## src/rtl/fifo_sync_param.sv

```systemverilog
// Synchronous single-clock FIFO with registered status flags and error pulses.
// Define FIFO_SYNC_PARAM_FWFT_EN for first-word-fall-through read data.
module fifo_sync_param #(
  parameter int unsigned DATA_WIDTH = 8,
  parameter int unsigned DEPTH      = 16,
  parameter int unsigned AF_THRESH  = DEPTH - 2,
  parameter int unsigned AE_THRESH  = 2
) (
  input  logic                    clk,
  input  logic                    rst,
  input  logic [DATA_WIDTH-1:0]   data_in,
  input  logic                    write_en,
  input  logic                    read_en,
  output logic [DATA_WIDTH-1:0]   data_out,
  output logic                    fifo_empty,
  output logic                    fifo_full,
  output logic                    almost_full,
  output logic                    almost_empty,
  output logic [$clog2(DEPTH):0]  fifo_count,
  output logic                    overflow,
  output logic                    underflow
);

  localparam int unsigned PTR_W = $clog2(DEPTH);
  localparam int unsigned CNT_W = PTR_W + 1;

  localparam logic [CNT_W-1:0] FULL_LVL = CNT_W'(DEPTH);
  localparam logic [CNT_W-1:0] AF_LVL   = CNT_W'(AF_THRESH);
  localparam logic [CNT_W-1:0] AE_LVL   = CNT_W'(AE_THRESH);

  logic [DATA_WIDTH-1:0] mem [DEPTH];
  logic [PTR_W-1:0]      wr_ptr;
  logic [PTR_W-1:0]      rd_ptr;
  logic                  wr_acc;
  logic                  rd_acc;
  logic [CNT_W-1:0]      count_nxt;

  // Acceptance uses the registered flags, so a full FIFO never takes a write
  // and an empty FIFO never gives a read, even with the opposite access.
  always_comb begin
    wr_acc    = write_en & ~fifo_full;
    rd_acc    = read_en & ~fifo_empty;
    count_nxt = fifo_count;
    if (wr_acc && !rd_acc) begin
      count_nxt = fifo_count + CNT_W'(1);
    end else if (!wr_acc && rd_acc) begin
      count_nxt = fifo_count - CNT_W'(1);
    end
  end

  // Pointers, count and flags; flags are decoded from the next count.
  always_ff @(posedge clk or posedge rst) begin
    if (rst) begin
      wr_ptr       <= '0;
      rd_ptr       <= '0;
      fifo_count   <= '0;
      fifo_empty   <= 1'b1;
      fifo_full    <= 1'b0;
      almost_full  <= 1'b0;
      almost_empty <= 1'b1;
      overflow     <= 1'b0;
      underflow    <= 1'b0;
    end else begin
      if (wr_acc) begin
        wr_ptr <= wr_ptr + PTR_W'(1);
      end
      if (rd_acc) begin
        rd_ptr <= rd_ptr + PTR_W'(1);
      end
      fifo_count   <= count_nxt;
      fifo_empty   <= (count_nxt == '0);
      fifo_full    <= (count_nxt == FULL_LVL);
      almost_full  <= (count_nxt >= AF_LVL);
      almost_empty <= (count_nxt <= AE_LVL);
      overflow     <= write_en & fifo_full;
      underflow    <= read_en & fifo_empty;
    end
  end

  // Storage is not reset; stale entries are unreachable once pointers clear.
  always_ff @(posedge clk) begin
    if (wr_acc) begin
      mem[wr_ptr] <= data_in;
    end
  end

`ifdef FIFO_SYNC_PARAM_FWFT_EN
  assign data_out = mem[rd_ptr];
`else
  always_ff @(posedge clk or posedge rst) begin
    if (rst) begin
      data_out <= '0;
    end else if (rd_acc) begin
      data_out <= mem[rd_ptr];
    end
  end
`endif

endmodule
```

## config.mk

```make
export PLATFORM = sky130hd
export DESIGN_NAME = fifo_sync_param
export DESIGN_NICKNAME = d
export VERILOG_FILES = /design/src/rtl/fifo_sync_param.sv
export SDC_FILE = /design/constraint.sdc
export NUM_CORES = 1
export LEC_CHECK = 0
export ABC_AREA = 1
export BUFFER_PORTS_ARGS = -buffer_cell sky130_fd_sc_hd__buf_2
export CAP_MARGIN = 10
export CORE_MARGIN = 4
export CORE_UTILIZATION = 50
export DETAILED_ROUTE_END_ITERATION = 7
export PLACE_DENSITY = 0.67
export SYNTH_ARGS = -nofsm -noshare
export SYNTH_HDL_FRONTEND = slang
export SYNTH_SLANG_ARGS = --single-unit
```

## constraint.sdc

```tcl
create_clock -name clk -period 3.02 [get_ports clk]
set_input_delay 0.302 -clock clk [delete_from_list [all_inputs] [get_ports clk]]
set_output_delay 0.302 -clock clk [all_outputs]
set_load 0.005 [all_outputs]
```

Word level (Yosys, flattened, before mapping)
Memories as Yosys holds them, arrays and structs flattened. A register that Yosys moved wholly into a read port is not among the register bits.
Cells that the tools add are included.
{ "op_classes": {"n_reduce_logical": 5, "bitwise_logic": 6, "n_lt_le_gt_ge": 2, "n_mux": 4, "n_addsub": 4, "eq_ne": 1} }
{ "ops": {"columns": ["operator", "count"], "rows": [
  ["$mux W5", 2],
  ["$add A4 B1 Y4 const B", 2],
  ["$add A5 B1 Y5 const B", 1],
  ["$eq A5 B5 Y1 const B", 1],
  ["$ge A5 B4 Y1 const B", 1],
  ["$le A5 B2 Y1 const B", 1],
  ["$logic_not A5 Y1", 1],
  ["$sub A5 B1 Y5 const B", 1],
  ["$and A1 B1 Y1", 4],
  ["$logic_and A1 B1 Y1", 2],
  ["$logic_not A1 Y1", 2],
  ["$mux W1", 2],
  ["$not A1 Y1", 2]
]} }
{ "word_totals": {"mem_count": 1, "regBits": 19, "output_inout_bits": 19, "word_cells": 32, "ram_bits": 128, "in_bits": 12} }
{ "mem_list": {"columns": ["name", "depth", "width", "rd", "rd_clocked_by_memory_dff", "write_ports", "line", "source"], "rows": [
  ["mem", 16, 8, 1, 1, 1, "31", "logic [DATA_WIDTH-1:0] mem [DEPTH];"]
]} }

Longest topological paths before layout
Gate-level depths: netlist of the first run.
{ "logic_depth": {"depth_word": 7, "mapped_depth": 10, "mapped_depth_nobuf": 10} }

Worst setup path after synthesis of the first run
No wires, ideal clock.
{ "synth_path": {"path_type": "register to register", "from": "register fifo_full", "to": "memory mem[11][0] (enable)", "t_arrival_ns": 1.200, "synth_period_minus_slack_ns": 1.570, "stages_incl_launch_ff": 4, "path_slack_ns": 1.450, "t_required_ns": 2.650, "n_path_buf": 0, "setup_ns": 0.370, "path_cell_list": "dfrtp_1 -> nor2_8 -> nand2_1 -> nor2_1"} }
{ "synth_between": {"elab_chain_len": 4} }
{ "synth_rtl": {"columns": ["element", "line", "source"], "rows": [
  ["from (decl)", "16", "output logic fifo_full,"],
  ["from (signal assigned)", "72", "fifo_full <= (count_nxt == FULL_LVL);"],
  ["$not A1 Y1", "41", "wr_acc = write_en & ~fifo_full;"],
  ["$and A1 B1 Y1", "41", null],
  ["$mux W1", "82", "if (wr_acc) begin"],
  ["$mux W1 (implied by the code)", "83", "mem[wr_ptr] <= data_in;"],
  ["to (decl)", "31", null]
]} }
Every way passes these cells.

Worst setup path in the final report of the first run
{ "layout_path": {"from": "register fifo_full", "to": "memory mem[1][2] (enable)"} }
Same word-level chain as after synthesis.

==> results_dict.tcl, run 1 <==
set metrics [dict create \
    period_share 0.6440 \
    finalClockSkew_ns 0.01258 \
    netlist-cell-type-count 29 \
    synth-seq-area-share 0.6921 \
    clkSlewWorstSetupHoldPaths_ns 0.06 \
    synthTopCellsByArea "sky130_fd_sc_hd__edfxtp_1 (59%), sky130_fd_sc_hd__nand2_1 (11%), sky130_fd_sc_hd__dfrtp_1 (9.6%)" \
    period_minus_slack_ns 1.945 \
    endpoint_of_the_worst_slack_reg_to_reg_timing_path "mem[1][2]" \
    drt_pre_antenna_iters 6 \
    hold-path-endpoint "underflow" \
    post_synth_fa_ha_maj_area_fraction 0.01340 \
    tightest_slew_ns 0.7871 \
    hold_path_startpoint "read_en" \
    area_growth_syn_to_layout_pct 13.16 \
    synth.ff_latch_count 155 \
    synthesized_area_per_cell_um2 11.34 \
    synth-compound-area-share 0.02719 \
    crit_chain "nor2_8, nand2_1, nor2_1" \
    detailed_place_hpwl_um 9330 \
    worstPathMaxFanout 10 \
    critPathLaunchType "flip-flop" \
    maxClockFrequency_mhz 514.2 \
    worst_ep_required_time_ns 3.07 \
    net_switching_share_of_the_total_power 0.3617 \
    setup_tns_ns 0 \
    cts.repair_timing.setup_buffer_count 0 \
    initial_antenna_violation_count 0 \
    cts_tree "yes" \
    grt_setup_unrepaired "no" \
    grt_overflow 0 \
    synth_largest_type_area_fraction 0.5883 \
    route.detailed.vias_per_inst 5.355 \
    r2r_start "fifo_full" \
    holdPathStages 3 \
    grtUsageTotal 0.2086 \
    tritoncts_sink_count 155 \
    synth_top_family_by_area "simple AND/OR/NAND/NOR gates" \
    vias_in_the_first_global_route 3997 \
    drcViolationCount 0 \
    number_of_gates_given_a_new_drive_strength_after_cts 0 \
    drv.max_cap_violation_count 0 \
    power.static_leakage_uw 0.002919 \
    pwr_density_cell_nw_per_um2 951.8 \
    clock_latency_ns 0.43 \
    floorplan.die.width_um 122.3 \
    synth_xor_area_frac 0.01072 \
    share_clk_of_total_power 0.278 \
    gp_congestion 0.8323 \
    top_cell_family_by_delay_on_the_critical_path "simple AND/OR/NAND/NOR gates" \
    synth.cell_area_um2 6534 \
    drt-wirelength-per-cell_um 18.27 \
    crit_path_buffers_inverters 0 \
    rr_worst_depth 3 \
    cts_root_buffer "sky130_fd_sc_hd__clkbuf_16" \
    sequential_cell_fraction_of_total_power 0.408 \
    floorplan.die.height_um 122.3 \
    final_nets 625 \
    finalSetupViolCount 0 \
    core_area_um2 12720 \
    reg2reg_slack_ns 1.08 \
    grt_max_degree 66 \
    synth.top_cells.by_count "sky130_fd_sc_hd__nand2_1 (200), sky130_fd_sc_hd__edfxtp_1 (128), sky130_fd_sc_hd__nand3_1 (79), sky130_fd_sc_hd__dfrtp_1 (25), sky130_fd_sc_hd__nor2_1 (20)" \
    cp-end-kind "flip-flop" \
    outcome "finished, final reports clean" \
    route.final.wire_length_um 14450 \
    net_switching_power_uw 2546 \
    fin_area_um2 7393 \
    synth-edff-count 128 \
    cts_max_level 4 \
    layout-drive-gt1-share 0.1486 \
    top_level_ports 31 \
    comb_power_share 0.314 \
    path_class "reg2reg" \
    wire_length_of_the_first_global_routing_pass_um 22650 \
    finalHoldViolations 0 \
    synth.largest_area_cell "sky130_fd_sc_hd__edfxtp_1" \
    slew_headroom 0.4747 \
    die_area_um2 14960 \
    number_of_pins_with_negative_max_slew_slack_in_the_final_report 0 \
    synth_nets 595 \
    synth.most_common_cell "sky130_fd_sc_hd__nand2_1" \
    internal-power_uw 4492 \
    synthMuxAreaShare 0 \
    vdd_drop_max_mv 0.5401 \
    synth.yosys.warnings 0 \
    synthSimpleGateAreaFrac 0.2235 \
    cts.path.max_buffers 2 \
    antennaDiodeCount 0 \
    synth_flop_cell "sky130_fd_sc_hd__edfxtp_1" \
    worstHoldPathType "in2reg" \
    vias 4236 \
    row_count 41 \
    portBuffers 30 \
    arrival_ns 1.99 \
    cts-buffers-inserted 17 \
    dpl_cell_area_um2 6809 \
    floorplan.initialDensity 0.5136 \
    final_antenna_net_count 0 \
    critical_path.slowest_cell "sky130_fd_sc_hd__nor2_1" \
    dr.first_iter.drc_count 434 \
    critical_path.max_stage_delay_ns 0.64 \
    post_synth_inst_count 576 \
    ys_async_sr_fraction 0.1742 \
]
power groups by stage:
stage / logic [µW] / clock network (µW) / registers, µW
2_1_floorplan: 1610 / 0 / 2830
3_3_place_gp: 2160 / 0 / 2900
3_5_place_dp: 2190 / 0 / 2910
4_1_cts: 2200 / 1980 / 2870
5_1_grt: 2480 / 2080 / 2900
6_report: 2210 / 1960 / 2870
layout by cell type, fill, tap and decap left out, types with 7 or more instances in the layout:
master,n
sky130_fd_sc_hd__edfxtp_1,128
sky130_fd_sc_hd__nand2_2,8
sky130_fd_sc_hd__dfrtp_1,24
sky130_fd_sc_hd__nand2_1,200
sky130_fd_sc_hd__buf_2,30
sky130_fd_sc_hd__a21oi_1,15
sky130_fd_sc_hd__xor2_1,8
sky130_fd_sc_hd__nor2_1,20
sky130_fd_sc_hd__clkbuf_16,17
sky130_fd_sc_hd__inv_1,16
sky130_fd_sc_hd__ha_1,7
sky130_fd_sc_hd__nand3_1,79
per-stage QoR:
step	power (µW)	setup WS [ns]	hold WS [ns]	utilization	instances
floorplan	4445	1.450	0.3532	-	576
global placement	5058	1.117	0.4676	0.5352	757
detailed placement	5099	1.075	0.4648	0.5352	757
CTS	7043	1.064	0.1050	0.5782	789
global route	7459	0.9560	0.1300	0.5811	791
finish	7037	1.075	0.1154	0.5811	791
worst max path at each step:
stage / slack, ns / end / startpoint / cells after the start
floorplan: 1.45 / mem[11][0] / fifo_full / 3
global placement: 1.12 / mem[1][7] / fifo_full / 3
detailed placement: 1.07 / mem[1][7] / fifo_full / 3
CTS: 1.06 / mem[1][2] / fifo_full / 3
global route: 0.96 / mem[1][2] / fifo_full / 3
finish: 1.08 / mem[1][2] / fifo_full / 3
timing repair:
item / in CTS / in global routing
hold endpoints to repair: 0 / 6
endpoints found under the setup margin: 0 / 0
hold buffers: 0 / 1
kinds of logic after synthesis:
family / count (synthesis)
adders and majority gates: 7
buffers and inverters: 47
and+or+nand+nor: 329
DFF: 155
AOI/OAI and AO/OA: 30
xor gates and xnor gates: 8
state kept, by name, indices dropped and copies added, names as in the netlist:
name / count
fifo_full: 1
underflow: 1
fifo_empty: 1
almost_full: 1
fifo_count: 5
wr_ptr: 4
mem: 128
rd_ptr: 4
overflow: 1
data_out: 8
almost_empty: 1
metal layers:
metal,part of all wire,global-route usage,wire (µm)
met5,0,0,0
met4,0.022,0.08118,311
met3,0.056,0.05161,814
met2,0.47,0.2982,6769
met1,0.45,0.3093,6557
worst register-to-register path, cell delays in order, from the launching register on:
cell and delay [ns]:
sky130_fd_sc_hd__dfrtp_1 0.47, sky130_fd_sc_hd__nor2_8 0.24, sky130_fd_sc_hd__nand2_1 0.20, sky130_fd_sc_hd__nor2_1 0.64
final cells by class:
type                       count  area, µm²
fill                        1068       5329
sequential                   155       4523
multi-input combinational    374       1795
clock buffer                  20      446.7
timing repair buffer          36      230.2
tap                          172      215.2
clock inverter                12      100.1
inverter                      22      82.58
No activity file was read; power rests on OpenSTA's default activity.
==> run 2: changes to the inputs <==
--- a/config.mk
+++ b/config.mk
@@ -11,7 +11,7 @@
 export CORE_MARGIN = 4
 export CORE_UTILIZATION = 50
 export DETAILED_ROUTE_END_ITERATION = 7
-export PLACE_DENSITY = 0.67
+export PLACE_DENSITY = 0.7
 export SYNTH_ARGS = -nofsm -noshare
 export SYNTH_HDL_FRONTEND = slang
 export SYNTH_SLANG_ARGS = --single-unit
==> constraint.sdc (replaced) <==
create_clock -name clk -period 1.7 [get_ports clk]
set_input_delay 0.17 -clock clk [delete_from_list [all_inputs] [get_ports clk]]
set_output_delay 0.17 -clock clk [all_outputs]
set_load 0.005 [all_outputs]
==> run 2 against run 1 <==
- combinational power rose by 94%
- count of clock-buffer cells in the layout up 6
- global-route usage is 0.31 points lower
- clock power is 88% higher
- flip-flop and latch count is the same
- utilization is 2.1 points higher
- sequential power increased by 77%
- fmax grew 17%
- final area grew 3.6%
- die area stayed put
- sequential share of layout area decreased by 2.1 points
- critical path depth grew 1
- largest cell class unchanged
- largest power group unchanged
- highest routed layer unchanged
==> results_dict.tcl, run 2 (synthesis results as in run 1) <==
set metrics [dict create \
    outcome "finished, final reports clean" \
    gp_congestion 0.8671 \
    vias 4385 \
    clkSlewWorstSetupHoldPaths_ns 0.06 \
    clock_latency_ns 0.41 \
    maxClockFrequency_mhz 603.1 \
    vias_in_the_first_global_route 4365 \
    worst_ep_required_time_ns 1.82 \
    grt_overflow 0 \
    layout_common_cells "sky130_fd_sc_hd__nand2_1 (199), sky130_fd_sc_hd__edfxtp_1 (128), sky130_fd_sc_hd__nand3_1 (79), sky130_fd_sc_hd__buf_4 (32), sky130_fd_sc_hd__buf_2 (30)" \
    cp-end-kind "flip-flop" \
    finalHoldViolations 0 \
    comb_power_share 0.328 \
    grt_setup_unrepaired "yes" \
    layout-drive-gt1-share 0.1849 \
    cts_max_level 4 \
    route.final.wire_length_um 14450 \
    row_count 41 \
    cts.repair_timing.setup_buffer_count 0 \
    slew_headroom 0.5766 \
    grtUsageTotal 0.2055 \
    cts_root_buffer "sky130_fd_sc_hd__clkbuf_16" \
    core_area_um2 12720 \
    drv.max_cap_violation_count 0 \
    seq_area_um2 4523 \
    power.static_leakage_uw 0.003098 \
    cts_tree "yes" \
    layout_commonest_cell "sky130_fd_sc_hd__nand2_1" \
    pwr_density_cell_nw_per_um2 1703 \
    route.detailed.vias_per_inst 5.341 \
    sequential_cell_fraction_of_total_power 0.389 \
    drt-wirelength-per-cell_um 17.61 \
    crit_path_buffers_inverters 1 \
    cts-buffers-inserted 17 \
    drcViolationCount 0 \
    final_nets 655 \
    top_level_ports 31 \
    tightest_slew_ns 0.6345 \
    share_clk_of_total_power 0.283 \
    final_antenna_net_count 0 \
    layout_top_registers "mem x128, data_out x8, fifo_count x5" \
    arrival_ns 1.78 \
    drt_pre_antenna_iters 6 \
    initial_antenna_violation_count 0 \
    wire_length_of_the_first_global_routing_pass_um 22880 \
    multi_input_comb_area_um2 1798 \
    dr.first_iter.drc_count 502 \
    critical_path.slowest_cell "sky130_fd_sc_hd__dfrtp_1" \
    finalClockSkew_ns 0.01032 \
    grt_max_degree 54 \
    setup_tns_ns 0 \
    largest_register "mem" \
    vdd_drop_max_mv 0.7711 \
    detailed_place_hpwl_um 9639 \
    critPathLaunchType "flip-flop" \
    critical_path.max_stage_delay_ns 0.46 \
    period_share 0.9754 \
    number_of_pins_with_negative_max_slew_slack_in_the_final_report 0 \
    net_switching_power_uw 4527 \
    worstPathMaxFanout 10 \
    path_class "reg2reg" \
    antennaDiodeCount 0 \
    cts.path.max_buffers 2 \
    net_switching_share_of_the_total_power 0.3473 \
    crit_chain "nor2_8, nand2_1, nor2_1, buf_4" \
    die_area_um2 14960 \
    nFillCells 1046 \
    largest_register_ff_count 128 \
    floorplan.initialDensity 0.5136 \
    internal-power_uw 8509 \
    portBuffers 30 \
    period_minus_slack_ns 1.658 \
    final.setup.worst_slack_ns 0.04188 \
    floorplan.die.width_um 122.3 \
    area_growth_syn_to_layout_pct 17.18 \
    placement.setup.worst_slack_ns 0.09282 \
    finalSetupViolCount 0 \
    tritoncts_sink_count 155 \
    top_cell_family_by_delay_on_the_critical_path "simple AND/OR/NAND/NOR gates" \
    worstHoldPathType "in2reg" \
    floorplan.die.height_um 122.3 \
]
[run 2: final timing paths]
| path | endpoint | cells past startpoint | startpoint | slack [ns] |
|---|---|---|---|---|
| min in group asynchronous | data_out[2] | 3 | rst | 0.41 |
| worst min register to register | data_out[6] | 2 | data_out[6] | 0.48 |
| worst max-delay path | mem[5][6] | 4 | fifo_full | 0.04 |
| max in group asynchronous | fifo_full | 4 | rst | 0.68 |
| worst min-delay path | overflow | 3 | write_en | 0.01 |
| worst max register to register | mem[5][6] | 4 | fifo_full | 0.04 |
[run 2: worst reg2reg max path, delay by kind of cell, from the launching register on]
family	cells	cell delay, ns
buf+inv	1	0.18
flops	1	0.46
simple gates	3	0.74
[run 2: layer usage]
layer / global-route usage / vias to the layer above / routed length, µm
li1: - / 2083 / -
met1: 0.2730 / 2123 / 6273
met2: 0.3301 / 152 / 7025
met3: 0.04424 / 27 / 778
met4: 0.08607 / 0 / 376
met5: 0 / - / 0
[run 2: timing repair]
| action | in CTS | in global routing |
|---|---|---|
| gates resized for setup | 0 | 1 |
| endpoints found under the setup margin | 0 | 6 |
| endpoints found under the hold margin | 14 | 0 |
| hold buffers | 2 | 0 |
[run 2: final cells by class]
| class | instances | area share |
|---|---|---|
| clock buffer | 26 | 0.06537 |
| clock inverter | 6 | 0.01128 |
| inverter | 22 | 0.01079 |
| multi-input combinational | 374 | 0.2348 |
| sequential | 155 | 0.5908 |
| tap | 172 | 0.02811 |
| timing repair buffer | 66 | 0.05883 |
[run 2: metrics by stage]
step	util	hold WS (ns)	cell area [µm²]	std cells	total power, µW
final	0.6018	0.01044	7656	821	13040
after CTS	0.6016	0.002336	7654	821	13080
after floorplan	-	0.2212	6534	576	7896
after global routing	0.6018	0.02400	7656	821	13790
after detailed placement	0.5539	0.2783	7047	787	9386
after global placement	0.5539	0.2684	7047	787	9247
[run 2: power groups by stage]
stage / clock, µW / sequential [µW] / combinational [µW]
CTS: 3730 / 5060 / 4290
global placement: 0 / 5110 / 4140
global route: 3890 / 5120 / 4780
detailed placement: 0 / 5130 / 4260
finish: 3690 / 5070 / 4280
floorplan: 0 / 5030 / 2870
==> run 3: changes to the inputs <==
--- a/config.mk
+++ b/config.mk
@@ -9,9 +9,10 @@
 export BUFFER_PORTS_ARGS = -buffer_cell sky130_fd_sc_hd__buf_2
 export CAP_MARGIN = 10
 export CORE_MARGIN = 4
-export CORE_UTILIZATION = 50
+export CORE_UTILIZATION = 55
+export CTS_BUF_LIST = sky130_fd_sc_hd__clkbuf_16
 export DETAILED_ROUTE_END_ITERATION = 7
-export PLACE_DENSITY = 0.7
+export PLACE_DENSITY = 0.75
 export SYNTH_ARGS = -nofsm -noshare
 export SYNTH_HDL_FRONTEND = slang
 export SYNTH_SLANG_ARGS = --single-unit
==> run 3 against run 2 <==
- clock skew down 0.0039 ns
- register-to-register slack improved by 0.097 ns
- die area decreased by 8.5%
- non-clock buffer count decreased by 2
- critical endpoint is now data_out[0]
- utilization up 5.6 points
- final area decreased by 1.0%
- setup slack improved by 0.097 ns
- largest cell class unchanged
- global-route usage rose by 2.5 points
- count of clock-buffer cells in the layout decreased by 9
- critical path type unchanged
- sequential share of layout area up 0.62 points
- combinational power about the same
- total power down 1.8%
==> results_dict.tcl, run 3 (synthesis results as in run 1) <==
set metrics [dict create \
    cp-end-kind "flip-flop" \
    cts_root_buffer "sky130_fd_sc_hd__clkbuf_16" \
    clkSlewWorstSetupHoldPaths_ns 0.06 \
    cts.repair_timing.setup_buffer_count 0 \
    area_growth_syn_to_layout_pct 15.95 \
    top_level_ports 31 \
    largest_register_ff_count 128 \
    layout_top_registers "mem x128, data_out x8, fifo_count x5" \
    cts-buffers-inserted 17 \
    outcome "finished, final reports clean" \
    detailed_place_hpwl_um 9723 \
    fin_area_um2 7576 \
    path_class "reg2reg" \
    arrival_ns 1.87 \
    drcViolationCount 0 \
    layout_common_cells "sky130_fd_sc_hd__nand2_1 (200), sky130_fd_sc_hd__edfxtp_1 (128), sky130_fd_sc_hd__nand3_1 (79), sky130_fd_sc_hd__buf_2 (30), sky130_fd_sc_hd__buf_4 (28)" \
    number_of_gates_given_a_new_drive_strength_after_cts 0 \
    floorplan.initialDensity 0.5674 \
    grt_setup_unrepaired "no" \
    route.detailed.vias_per_inst 5.523 \
    finalClockSkew_ns 0.006379 \
    pwr_density_cell_nw_per_um2 1690 \
    gp_congestion 0.8548 \
    layout-drive-gt1-share 0.1762 \
    vdd_drop_max_mv 0.9681 \
    setup_tns_ns 0 \
    crit_chain "inv_2, nor2_2, buf_4, a21oi_1, nand3b_1, nand3_1, nand2_1" \
    final_antenna_net_count 0 \
    core_area_um2 11520 \
    vias_in_the_first_global_route 4183 \
    drv.max_cap_violation_count 0 \
    design_power_total_uw 12800 \
    maxClockFrequency_mhz 640.4 \
    wire_length_of_the_first_global_routing_pass_um 22790 \
    worstHoldPathType "in2reg" \
    largest_register "mem" \
    row_count 39 \
    dr.first_iter.drc_count 565 \
    layout_commonest_cell "sky130_fd_sc_hd__nand2_1" \
    clock_latency_ns 0.42 \
    critPathLaunchType "flip-flop" \
    placement.setup.worst_slack_ns 0.1412 \
    cts_max_level 4 \
    critical_path.slowest_cell "sky130_fd_sc_hd__dfrtp_1" \
    worst_ep_required_time_ns 2.01 \
    critical_path.max_stage_delay_ns 0.50 \
    portBuffers 30 \
    period_share 0.9186 \
    floorplan.die.width_um 117.0 \
    cts_tree "yes" \
    grt_max_degree 66 \
    worstPathMaxFanout 11 \
    multi_input_comb_area_um2 1795 \
    finalSetupViolCount 0 \
    floorplan.die.height_um 117.0 \
    drt-wirelength-per-cell_um 18.46 \
    die_area_um2 13690 \
    grt_overflow 0 \
    initial_antenna_violation_count 0 \
    cts-hold-fix-buffers 3 \
    tightest_slew_ns 0.4150 \
    dpl_cell_area_um2 7000 \
    antennaDiodeCount 0 \
    number_of_pins_with_negative_max_slew_slack_in_the_final_report 0 \
    tritoncts_sink_count 155 \
    vias 4363 \
    route.final.wire_length_um 14590 \
    final.setup.worst_slack_ns 0.1384 \
    period_minus_slack_ns 1.562 \
    drt_pre_antenna_iters 5 \
    cts.path.max_buffers 2 \
    grtUsageTotal 0.2308 \
    finalHoldViolations 0 \
    slew_headroom 0.7227 \
    nFillCells 850 \
    power.static_leakage_uw 0.003089 \
    seq_area_um2 4523 \
    final_nets 653 \
]
run 3: cell types whose count changed in the layout (fill, tap and decap cells not counted), moves of 2 or more:
cell / before / now
sky130_fd_sc_hd__clkinv_1: 0 / 3
sky130_fd_sc_hd__clkbuf_1: 6 / 0
sky130_fd_sc_hd__buf_4: 32 / 28
sky130_fd_sc_hd__inv_1: 16 / 21
sky130_fd_sc_hd__clkbuf_8: 2 / 0
run 3: final timing paths:
| kind | start | end | slack (ns) | cells after the start |
|---|---|---|---|---|
| setup / recovery | rd_ptr[2] | data_out[0] | 0.14 | 7 |
| hold / removal | data_in[5] | mem[3][5] | 0.17 | 1 |
| setup reg to reg | rd_ptr[2] | data_out[0] | 0.14 | 7 |
| hold reg to reg | data_out[1] | data_out[1] | 0.48 | 2 |
| max in group asynchronous | rst | fifo_empty | 1.12 | 4 |
| min in group asynchronous | rst | data_out[3] | 0.31 | 4 |
run 3: report_power, final:
group / total [µW] / internal (µW) / switching [µW]
logic: 4250 / 1460 / 2790
clock network: 3490 / 2100 / 1380
registers: 5070 / 4710 / 353
total: 12800 / 8280 / 4520
run 3: layout make-up:
cell class / count / share of cell area
clock buffer: 17 / 0.05615
clock inverter: 15 / 0.01585
inverter: 22 / 0.01090
multi-input combinational: 374 / 0.2370
sequential: 155 / 0.5970
tap: 143 / 0.02362
timing repair buffer: 64 / 0.05945
run 3: stage by stage:
step,instances,hold WS [ns],util
2_1_floorplan,576,0.2212,-
6_report,790,0.1693,0.6579
3_5_place_dp,755,0.1907,0.6079
5_1_grt,790,0.1719,0.6579
4_1_cts,790,0.1637,0.6579
3_3_place_gp,755,0.1887,0.6079
run 3: critical path, delay by kind of cell, from the launching register on:
kind	cells	cell delay, ns
flops	1	0.50
compound gates	1	0.16
simple gates	4	0.35
buf+inv	2	0.44
run 3: routing by layer:
layer	wire, µm	GRT usage	part of all wire
met5	0	0	0
met4	388	0.09786	0.027
met3	1080	0.05501	0.074
met2	7027	0.3568	0.48
met1	6090	0.3165	0.42
